$ cat config.mk
export PLATFORM = sky130hd
export DESIGN_NAME = shift_unit
export DESIGN_NICKNAME = d
export VERILOG_FILES = /design/src/rtl/shift_unit.sv
export SDC_FILE = /design/constraint.sdc
export NUM_CORES = 1
export LEC_CHECK = 0
export CAP_MARGIN = 0
export CORE_UTILIZATION = 39
export CTS_BUF_LIST = sky130_fd_sc_hd__clkbuf_16
export DETAILED_ROUTE_END_ITERATION = 6
export GPL_TIMING_DRIVEN = 1
export HOLD_SLACK_MARGIN = 0.02
export PLACE_DENSITY = 0.76
export SYNTH_ARGS = -nofsm -noshare
export SYNTH_HDL_FRONTEND = slang
export SYNTH_SLANG_ARGS = --single-unit
export TNS_END_PERCENT = 10
$ cat constraint.sdc
create_clock -name clk -period 6.1 [get_ports clk]
set_input_delay 1.525 -clock clk [delete_from_list [all_inputs] [get_ports clk]]
set_output_delay 1.525 -clock clk [all_outputs]
set_load 0.05 [all_outputs]
$ cat src/rtl/shift_unit.sv
// Multi-cycle barrel-less shifter: moves up to STEP bit positions per clock in
// SLL/SRL/SRA/ROR modes, with valid/ready handshakes on both sides.
module shift_unit #(
  parameter int WIDTH   = 16,
  parameter int STEP    = 1,
  parameter int SHAMT_W = $clog2(WIDTH)
) (
  input  logic               clk,
  input  logic               rst,
  input  logic               in_valid,
  output logic               in_ready,
  input  logic [WIDTH-1:0]   data_in,
  input  logic [SHAMT_W-1:0] shamt,
  input  logic [1:0]         mode,
  output logic               out_valid,
  input  logic               out_ready,
  output logic [WIDTH-1:0]   data_out,
  output logic               carry_out,
  output logic               busy
);

  typedef enum logic [1:0] {IDLE, SHIFT, DONE} state_t;
  typedef enum logic [1:0] {SLL = 2'b00, SRL = 2'b01, SRA = 2'b10, ROR = 2'b11} mode_t;

  localparam logic [SHAMT_W-1:0] STEP_C = SHAMT_W'(STEP);

  state_t             state;
  mode_t              md;
  logic [WIDTH-1:0]   work;
  logic [SHAMT_W-1:0] cnt;
  logic               carry;

  logic [SHAMT_W-1:0] amt;
  logic [SHAMT_W-1:0] out_idx;
  logic [WIDTH-1:0]   shifted;
  logic               shifted_carry;

  always_comb begin
    // NOTE: every signal driven here gets a default first, so no path can infer a latch.
    amt           = (cnt < STEP_C) ? cnt : STEP_C;
    shifted       = work;
    shifted_carry = carry;
    out_idx       = amt - SHAMT_W'(1);
    if (amt != '0) begin
      unique case (md)
        SLL: begin
          shifted = work << amt;
          // WIDTH is a power of two, so 0 - amt wraps to WIDTH - amt: the last bit out.
          out_idx = '0 - amt;
        end
        SRL: shifted = work >> amt;
        SRA: shifted = $signed(work) >>> amt;
        ROR: shifted = WIDTH'({work, work} >> amt);
      endcase
      shifted_carry = work[out_idx];
    end
  end

  // NOTE: sequential state uses non-blocking assignments so all registers update together.
  always_ff @(posedge clk or negedge rst) begin
    if (!rst) begin
      state     <= IDLE;
      md        <= SLL;
      work      <= '0;
      cnt       <= '0;
      carry     <= 1'b0;
      data_out  <= '0;
      carry_out <= 1'b0;
    end else begin
      unique case (state)
        IDLE: if (in_valid) begin
          work  <= data_in;
          cnt   <= shamt;
          md    <= mode_t'(mode);
          carry <= 1'b0;
          state <= SHIFT;
        end
        SHIFT: begin
          work  <= shifted;
          cnt   <= cnt - amt;
          carry <= shifted_carry;
          // Only the final result is published; intermediate steps stay internal.
          if (cnt <= STEP_C) begin
            data_out  <= shifted;
            carry_out <= shifted_carry;
            state     <= DONE;
          end
        end
        DONE: if (out_ready) state <= IDLE;
        default: state <= IDLE;
      endcase
    end
  end

  assign in_ready  = (state == IDLE);
  assign out_valid = (state == DONE);
  assign busy      = (state != IDLE);

endmodule

==> metrics.yaml <==
worstMarginPinSlew_ns: 1.23
final_common_cell: "clkdlybuf4s50_1"
setup_viol: 0
ios: 46
synth_xor_area_frac: 0
yosys.area_share.adder: 0.0113
grt_max_degree: 43
ys_seq_elements: 42
synth-compound-area-share: 0.198
cts_tree: "built"
crit_family: "buffers and inverters"
drt-initial-drc-count: 158
synthSimpleGateAreaFrac: 0.115
antenna_found_initial: 0
syn_to_final_growth_pct: 28.1
yosysWarnings: 0
cpPeakStageDelay_ns: 0.80
grt_setup_unrepaired: "false"
htreeDepth: 2
synth_nets: 245
path_buf_inv: 2
status: "completed"
start_util: 0.404
vias: 1762
drc: 0
synthCells: 217
synth_top_family_by_area: "compound AO/OA/AOI/OAI gates"
synth_cell_types: 39
antennaDiodeCount: 0
finalCritPeriodShare: 0.560
irDropWorstVdd_v: 0.000217
synthMuxAreaShare: 0.154
ant_nets: 0
finalHoldViolCount: 0
fmax_mhz: 293
fin_nets: 284
most-common-layout-cells: "44 x clkdlybuf4s50_1, 42 x dfrtp_1, 27 x nand2_1, 20 x o21ai_1, 17 x mux2i_1"
whs_ns: 0.475
hold_buffers: 0
netlist_area_um2: 2220
setup_tns_ns: 0
period_minus_slack_ns: 3.42
die_area_um2: 6000
path_cells: "or2_2 > inv_1 > clkdlybuf4s50_1"
clk-insertion-delay-late_ns: 0.29
power_density_nw_per_um2: 679
maxSlewViolCount: 0
first_global_vias: 1736
ys_seq_area_frac: 0.473
cts_max_path_buffers: 2
die_height_um: 77.5
synth_edf_count: 0
grt_pass1_wl_um: 8630
setup_ws_ns: 2.68
ys.flop_type: "dfrtp_1"
rows: 27
clk_pin_slew_ns: 0.06
slew_headroom: 0.179
track_usage: 0.185
syn_avg_cell_area_um2: 10.2
clkSinkCount: 42
hold_path_class: "reg -> reg"
place_ws_ns: 2.42
dr.pass1.iters: 4
async_reset_ff_frac: 1.00
place_congestion: 0.834
crit_path_top_delay_cell: "clkdlybuf4s50_1"
core_um2: 5510
port_buffers: 45
post_cts_buffers: 0
crit_fanout: 5
cts_made_buffers: 5
vias_per_cell: 5.37
cp.arrival_ns: 1.89
gr-total-overflow: 0
cp-start-kind: "flip-flop"
drv_cap: 0
drive_above_1_share: 0.137
wirelength_um: 5050
p_leak_nw: 1.19
crit_required_ns: 4.58
endpoint_kind: "primary output"
place_hpwl_um: 3280
fp.dieW_um: 77.5
crit_type: "reg -> out"
cts_resized: 0
wl_per_cell_um: 15.4
clock-skew-final_ns: 0.00839
clockRootBuffer: "clkbuf_16"
==> per-layer routing <==
layer	vias up	part of all wire	track usage
li1	864	-	-
met1	846	0.47	0.232
met2	45	0.47	0.306
met3	7	0.048	0.0482
met4	0	0.013	0.0679
met5	-	0	0
==> worst reg2reg max path, cell delays in order, from the launching register on <==
cell,delay (ns)
dfrtp_1,0.42
or4_4,0.64
inv_2,0.13
ha_1,0.35
inv_1,0.22
nand2_8,0.21
mux2i_1,0.28
o21ai_0,0.11
==> path summary, 6_finish.rpt <==
kind                              from           end  slack [ns]  depth (start not counted)
setup / recovery              state[0]      in_ready        2.68                          3
hold / removal             data_out[3]   data_out[3]        0.47                          2
setup reg to reg                cnt[0]   data_out[1]        3.58                          7
hold reg to reg            data_out[3]   data_out[3]        0.47                          2
max in group asynchronous          rst  data_out[13]        4.11                          1
min in group asynchronous          rst        cnt[3]        1.38                          1
==> Yosys cell counts, drive strengths merged (5+ instances only) <==
library cell	count	area, um2
clkbuf	11	41.3
nor3	5	25.0
nand2	28	121
dfrtp	42	1050
mux2	15	173
o21ai	36	180
a21oi	8	40.0
inv	7	26.3
nor2	6	25.0
a22oi	13	97.6
mux2i	17	170
==> stage by stage <==
stage          total power, mW  area [um2]  instances   util
5_1_grt                   2.07        2850        328  0.517
2_1_floorplan             1.37        2220        217      -
6_report                  1.93        2850        328  0.517
3_5_place_dp              1.64        2690        321  0.488
3_3_place_gp              1.61        2690        321  0.488
4_1_cts                   1.94        2850        328  0.517
==> report_power, final <==
| part | switching (mW) | leakage [nW] | internal, mW |
|---|---|---|---|
| registers | 0.132 | 0.518 | 0.422 |
| logic | 0.652 | 0.590 | 0.430 |
| clock network | 0.106 | 0.0773 | 0.189 |
==> layout make-up <==
type	instances	area (um2)
repair buffers	46	453
inverters	7	26.3
clock inverters	2	33.8
fillers	501	2660
clock buffers	5	125
well taps	72	90.1
flip-flops and latches	42	1050
multi-input cells	154	1070
==> registers in the layout, indices dropped and copies added (netlist names) <==
| name | count |
|---|---|
| carry | 1 |
| carry_out | 1 |
| cnt | 4 |
| data_out | 16 |
| md | 2 |
| state | 2 |
| work | 16 |
==> kinds of logic after synthesis <==
| group | count (synthesis) |
|---|---|
| AO/OA/AOI/OAI | 69 |
| other | 1 |
| adder cells (fa/ha/maj) | 2 |
| flip-flops | 42 |
| buffers and inverters | 21 |
| AND/OR/NAND/NOR | 50 |
| multiplexers | 32 |
No activity file was read; power rests on OpenSTA's default activity.
==> edit 1 (same flow settings) <==
Re-encode `state_t` (3 states) as one-hot, 3 bits wide.
--- a/src/rtl/shift_unit.sv
+++ b/src/rtl/shift_unit.sv
@@ -20,5 +20,5 @@
 );
 
-  typedef enum logic [1:0] {IDLE, SHIFT, DONE} state_t;
+  typedef enum logic [2:0] {IDLE = 3'b001, SHIFT = 3'b010, DONE = 3'b100} state_t;
   typedef enum logic [1:0] {SLL = 2'b00, SRL = 2'b01, SRA = 2'b10, ROR = 2'b11} mode_t;
 
Check against the original RTL: same outputs for any inputs over 10 cycles, from zero or initial values and one cycle with rst low; not proved beyond that.
==> edit 1 against the original RTL <==
  * Synthesized area rose by 1.3%
  * Die area increased by 1.3%
  * Synthesized cell count down 0.46%
  * Cell area increased by 1.2%
  * Setup slack worse by 0.25 ns
  * Routed wire length down 2.2%
  * First-iteration DRC count fell by 44%
  * Critical endpoint unchanged
  * Critical path depth unchanged
  * Core utilization is 0.29 points higher
  * Clock power shrank 16%
  * Total power down 5.6%
  * Sequential cell count is 1 higher
==> edit 1: results (changes against the original RTL) <==
* Most frequent cells after synthesis: dfrtp_1, o21ai_0, nand2_1 (was dfrtp_1, nand2_1, o21ai_1)
* CTS buffer count at 5 (unchanged)
* Cells after Synth at 216 (was 217)
* Worst Tran Pin Value at 0.959 ns (was 1.23 ns)
* Post_cts resized at 0 (unchanged)
* Port bufs at 45 (unchanged)
* Slowest CP cell: clkdlybuf4s50_1 (unchanged)
* CP arrival at 2.14 ns (was 1.89 ns)
* Top delay family on crit path: buffers and inverters (unchanged)
* Routed length per instance at 15.0 um (was 15.4 um)
* Worst hold path class: register to register (unchanged)
* Max Root-Sink Buffers at 2 (unchanged)
* Seq/Total Area, Yosys at 0.479 (was 0.473)
* H-tree depth at 2 (unchanged)
* Nets at 284 (unchanged)
* CTS clk-pin slew, worst paths at 0.05 ns
* Ant diodes at 0 (unchanged)
* CTS root buf: clkbuf_16 (unchanged)
* Slowest stage delay, CP at 0.79 ns
* YS warnings at 0 (unchanged)
* Peak supply drop at 0.234 mV (was 0.217 mV)
* Setup violators final at 0 (unchanged)
* Worst Skew at 0.00567 ns (was 0.00839 ns)
* Crit-path max FO at 5 (unchanged)
* GRT Util Overall at 0.179 (was 0.185)
* Via Count at 1780 (was 1762)
* DRT Pass-1 Iters at 4 (unchanged)
* Initial antenna violation count at 0 (unchanged)
* Post-synth ARST share at 1.00 (unchanged)
* Hpwl dp at 3420 um (was 3280 um)
* Post-Place Cells at 321 (unchanged)
* Leak at 1.21 nW (was 1.19 nW)
* Clock Latency Late Sink at 0.28 ns
* Max-slew violations at 0 (unchanged)
* Pin count of the biggest net entering global routing at 44 (was 43)
* Synth top area cells: dfrtp_1, mux2i_1, mux2_2 (unchanged)
* DRT iter0 DRCs at 89 (was 158)
* Yosys cell types at 40 (was 39)
* Mapped Nets at 244 (was 245)
* Largest registers: data_out x16, work x16, cnt x4 (unchanged)
* Fraction of layout cells with a size suffix above 1 at 0.152 (was 0.137)
* Post-CTS Setup Bufs at 0 (unchanged)
* First-pass GRT wire length at 8420 um (was 8630 um)
* Outcome: completed (unchanged)
* Placer Congestion at 0.803 (was 0.834)
* Final Non-Filler Cells at 329 (was 328)
[edit 1: routing by layer]
layer,global-route usage,up-vias,routed length (um)
li1,-,865,-
met1,0.242,872,2370
met2,0.286,37,2290
met3,0.0412,6,212
met4,0.0556,0,61
met5,0,-,0
[edit 1: through the flow]
| step | util | setup WS [ns] | cell area (um2) | total power, W |
|---|---|---|---|---|
| final | 0.520 | 2.43 | 2880 | 0.00182 |
| after global routing | 0.520 | 2.39 | 2880 | 0.00196 |
| after CTS | 0.520 | 2.42 | 2880 | 0.00184 |
| after detailed placement | 0.495 | 2.67 | 2740 | 0.00158 |
| after global placement | 0.495 | 2.72 | 2740 | 0.00156 |
| after floorplan | - | 3.05 | 2250 | 0.00131 |
[edit 1: cell families (layout without fill, tap and decap cells)]
kind of cell,Yosys count,in the layout,synth area share
AO/OA/AOI/OAI,72,72,0.201
buffers and inverters,22,63,0.0461
AND/OR/NAND/NOR,43,43,0.105
other,1,1,0.00167
flip-flops,43,43,0.479
adder cells (fa/ha/maj),2,2,0.0111
multiplexers,33,33,0.157
[edit 1: area by class of cell]
class	instances	area, um2
fill	528	2660
multi-input combinational	151	1080
sequential	43	1080
timing repair buffer	47	460
clock buffer	5	125
tap	72	90.1
inverter	8	30.0
clock inverter	3	12.5
[edit 1: power breakdown]
part	internal [W]	leakage, nW	switching (W)
Combinational	0.000417	0.611	0.000602
Clock	0.000148	0.0762	0.000103
Sequential	0.000428	0.525	0.000127
[edit 1: path summary, 6_finish.rpt]
| kind | start | end | slack, ns | depth (start not counted) |
|---|---|---|---|---|
| worst max-delay path | state[0] | in_ready | 2.43 | 3 |
| worst max register to register | cnt[2] | data_out[7] | 3.62 | 7 |
| max in group asynchronous | rst | cnt[2] | 4.12 | 1 |
| worst min register to register | data_out[14] | data_out[14] | 0.48 | 2 |
| min in group asynchronous | rst | data_out[15] | 1.39 | 1 |
| worst min-delay path | data_out[14] | data_out[14] | 0.48 | 2 |
[edit 1: worst register-to-register path: stages (launching register included)]
cell and delay, ns:
dfrtp_1 0.42, or4_4 0.61, inv_2 0.14, ha_1 0.36, inv_1 0.22, nand2_8 0.21, mux2i_1 0.29, o21ai_1 0.08
==> edit 2 (same flow settings) <==
Made on the original files. Change the parameter `WIDTH` from 16 to 8.
--- a/src/rtl/shift_unit.sv
+++ b/src/rtl/shift_unit.sv
@@ -2,5 +2,5 @@
 // SLL/SRL/SRA/ROR modes, with valid/ready handshakes on both sides.
 module shift_unit #(
-  parameter int WIDTH   = 16,
+  parameter int WIDTH   = 8,
   parameter int STEP    = 1,
   parameter int SHAMT_W = $clog2(WIDTH)
Ports: changed (resized data_in, data_out and shamt); port bits go from 46 to 29. No check against the original RTL was run, so the function may have changed too.
==> edit 2 against the original RTL <==
  * Sequential share of layout area decreased by 4.0 points
  * Synthesized cell count shrank 29%
  * Total power fell by 37%
  * Synthesized area down 33%
  * Routed wire length shrank 34%
  * Clock power down 50%
  * Register-to-register slack better by 0.06 ns
  * Core utilization up 0.19 points
  * Setup slack got worse by 0.22 ns
  * Sequential cell count fell by 17
  * Cell count shrank 30%
  * Cell area down 33%
  * Critical path type unchanged
  * Largest cell class unchanged
  * Largest power group unchanged
==> edit 2: results (changes against the original RTL) <==
* RR Startpoint: cnt[2] (was cnt[0])
* Critical Path Sink: busy (was in_ready)
* Outcome: completed (unchanged)
* Pin count of the biggest net entering global routing at 26 (was 43)
* Final Non-Filler Cells at 228 (was 328)
* Hpwl dp at 2400 um (was 3280 um)
* Most frequent cells after synthesis: dfrtp_1, o21ai_0, a21oi_1, mux2i_1, nand2_1 (was dfrtp_1, nand2_1, o21ai_1)
* Vias per cell at 5.59 (was 5.37)
* WL met3 at 104 um (was 242 um)
* Clock Latency Late Sink at 0.26 ns (was 0.29 ns)
* Yosys cell types at 37 (was 39)
* Fraction of layout cells with a size suffix above 1 at 0.100 (was 0.137)
* CTS buffer count at 3 (was 5)
* Placer Congestion at 0.813 (was 0.834)
* Worst Skew at 0.00476 ns (was 0.00839 ns)
* Met2 wire len at 1600 um (was 2350 um)
* Peak supply drop at 0.261 mV (was 0.217 mV)
* Port bufs at 28 (was 45)
* Grt met1 use at 0.236 (was 0.232)
* Placed inst area at 1820 um2 (was 2690 um2)
* M3 GR Usage at 0.0321 (was 0.0482)
* Post-Place Cells at 224 (was 321)
* Capturing point of the worst reg2reg path: carry (was data_out[1])
* Syn_area_per_cell at 9.73 um2 (was 10.2 um2)
* Seq/Total Area, Yosys at 0.417 (was 0.473)
* H-tree depth at 1 (was 2)
* Crit-path max FO at 23 (was 5)
* Metal-1 WL at 1530 um (was 2390 um)
* DRT iter0 DRCs at 30 (was 158)
## edit 2: worst min-delay path by stage
stage                 from           to  slack, ns
2_1_floorplan        carry        carry       0.46
3_3_place_gp   data_out[0]  data_out[0]       0.47
3_5_place_dp   data_out[3]  data_out[3]       0.47
4_1_cts        data_out[3]  data_out[3]       0.49
5_1_grt        data_out[7]  data_out[7]       0.50
6_report       data_out[7]  data_out[7]       0.48
## edit 2: worst min-delay path, stage by stage (launching register included)
cell and delay (ns):
dfrtp_1 0.35, nand2_1 0.05, o21ai_0 0.06
## edit 2: kinds of logic (layout without fill, tap and decap cells)
group	Yosys count	after routing	synth area share
muxes	20	20	0.140
AOI/OAI and AO/OA	45	45	0.199
and+or+nand+nor	45	45	0.173
adders and majority gates	4	4	0.0334
DFF	25	25	0.417
other	1	2	0.00250
buffers and inverters	14	39	0.0351
## edit 2: area by class of cell
| class | count | share of cell area |
|---|---|---|
| well taps | 48 | 0.0316 |
| flip-flops and latches | 25 | 0.329 |
| clock buffers | 3 | 0.0395 |
| multi-input cells | 116 | 0.434 |
| repair buffers | 28 | 0.148 |
| inverters | 7 | 0.0138 |
| clock inverters | 1 | 0.00395 |
## edit 2: metrics by stage
stage	setup slack, ns	util
finish	2.46	0.519
global route	2.36	0.519
CTS	2.47	0.519
detailed placement	2.76	0.496
global placement	2.83	0.496
floorplan	2.94	-
## edit 2: power by group
group	leakage, nW	switching [W]	total (W)	internal, W
registers	0.291	0.000114	0.000367	0.000253
clock network	0.0371	0.0000592	0.000148	0.0000890
logic	0.478	0.000398	0.000700	0.000302
total	0.806	0.000572	0.00122	0.000644
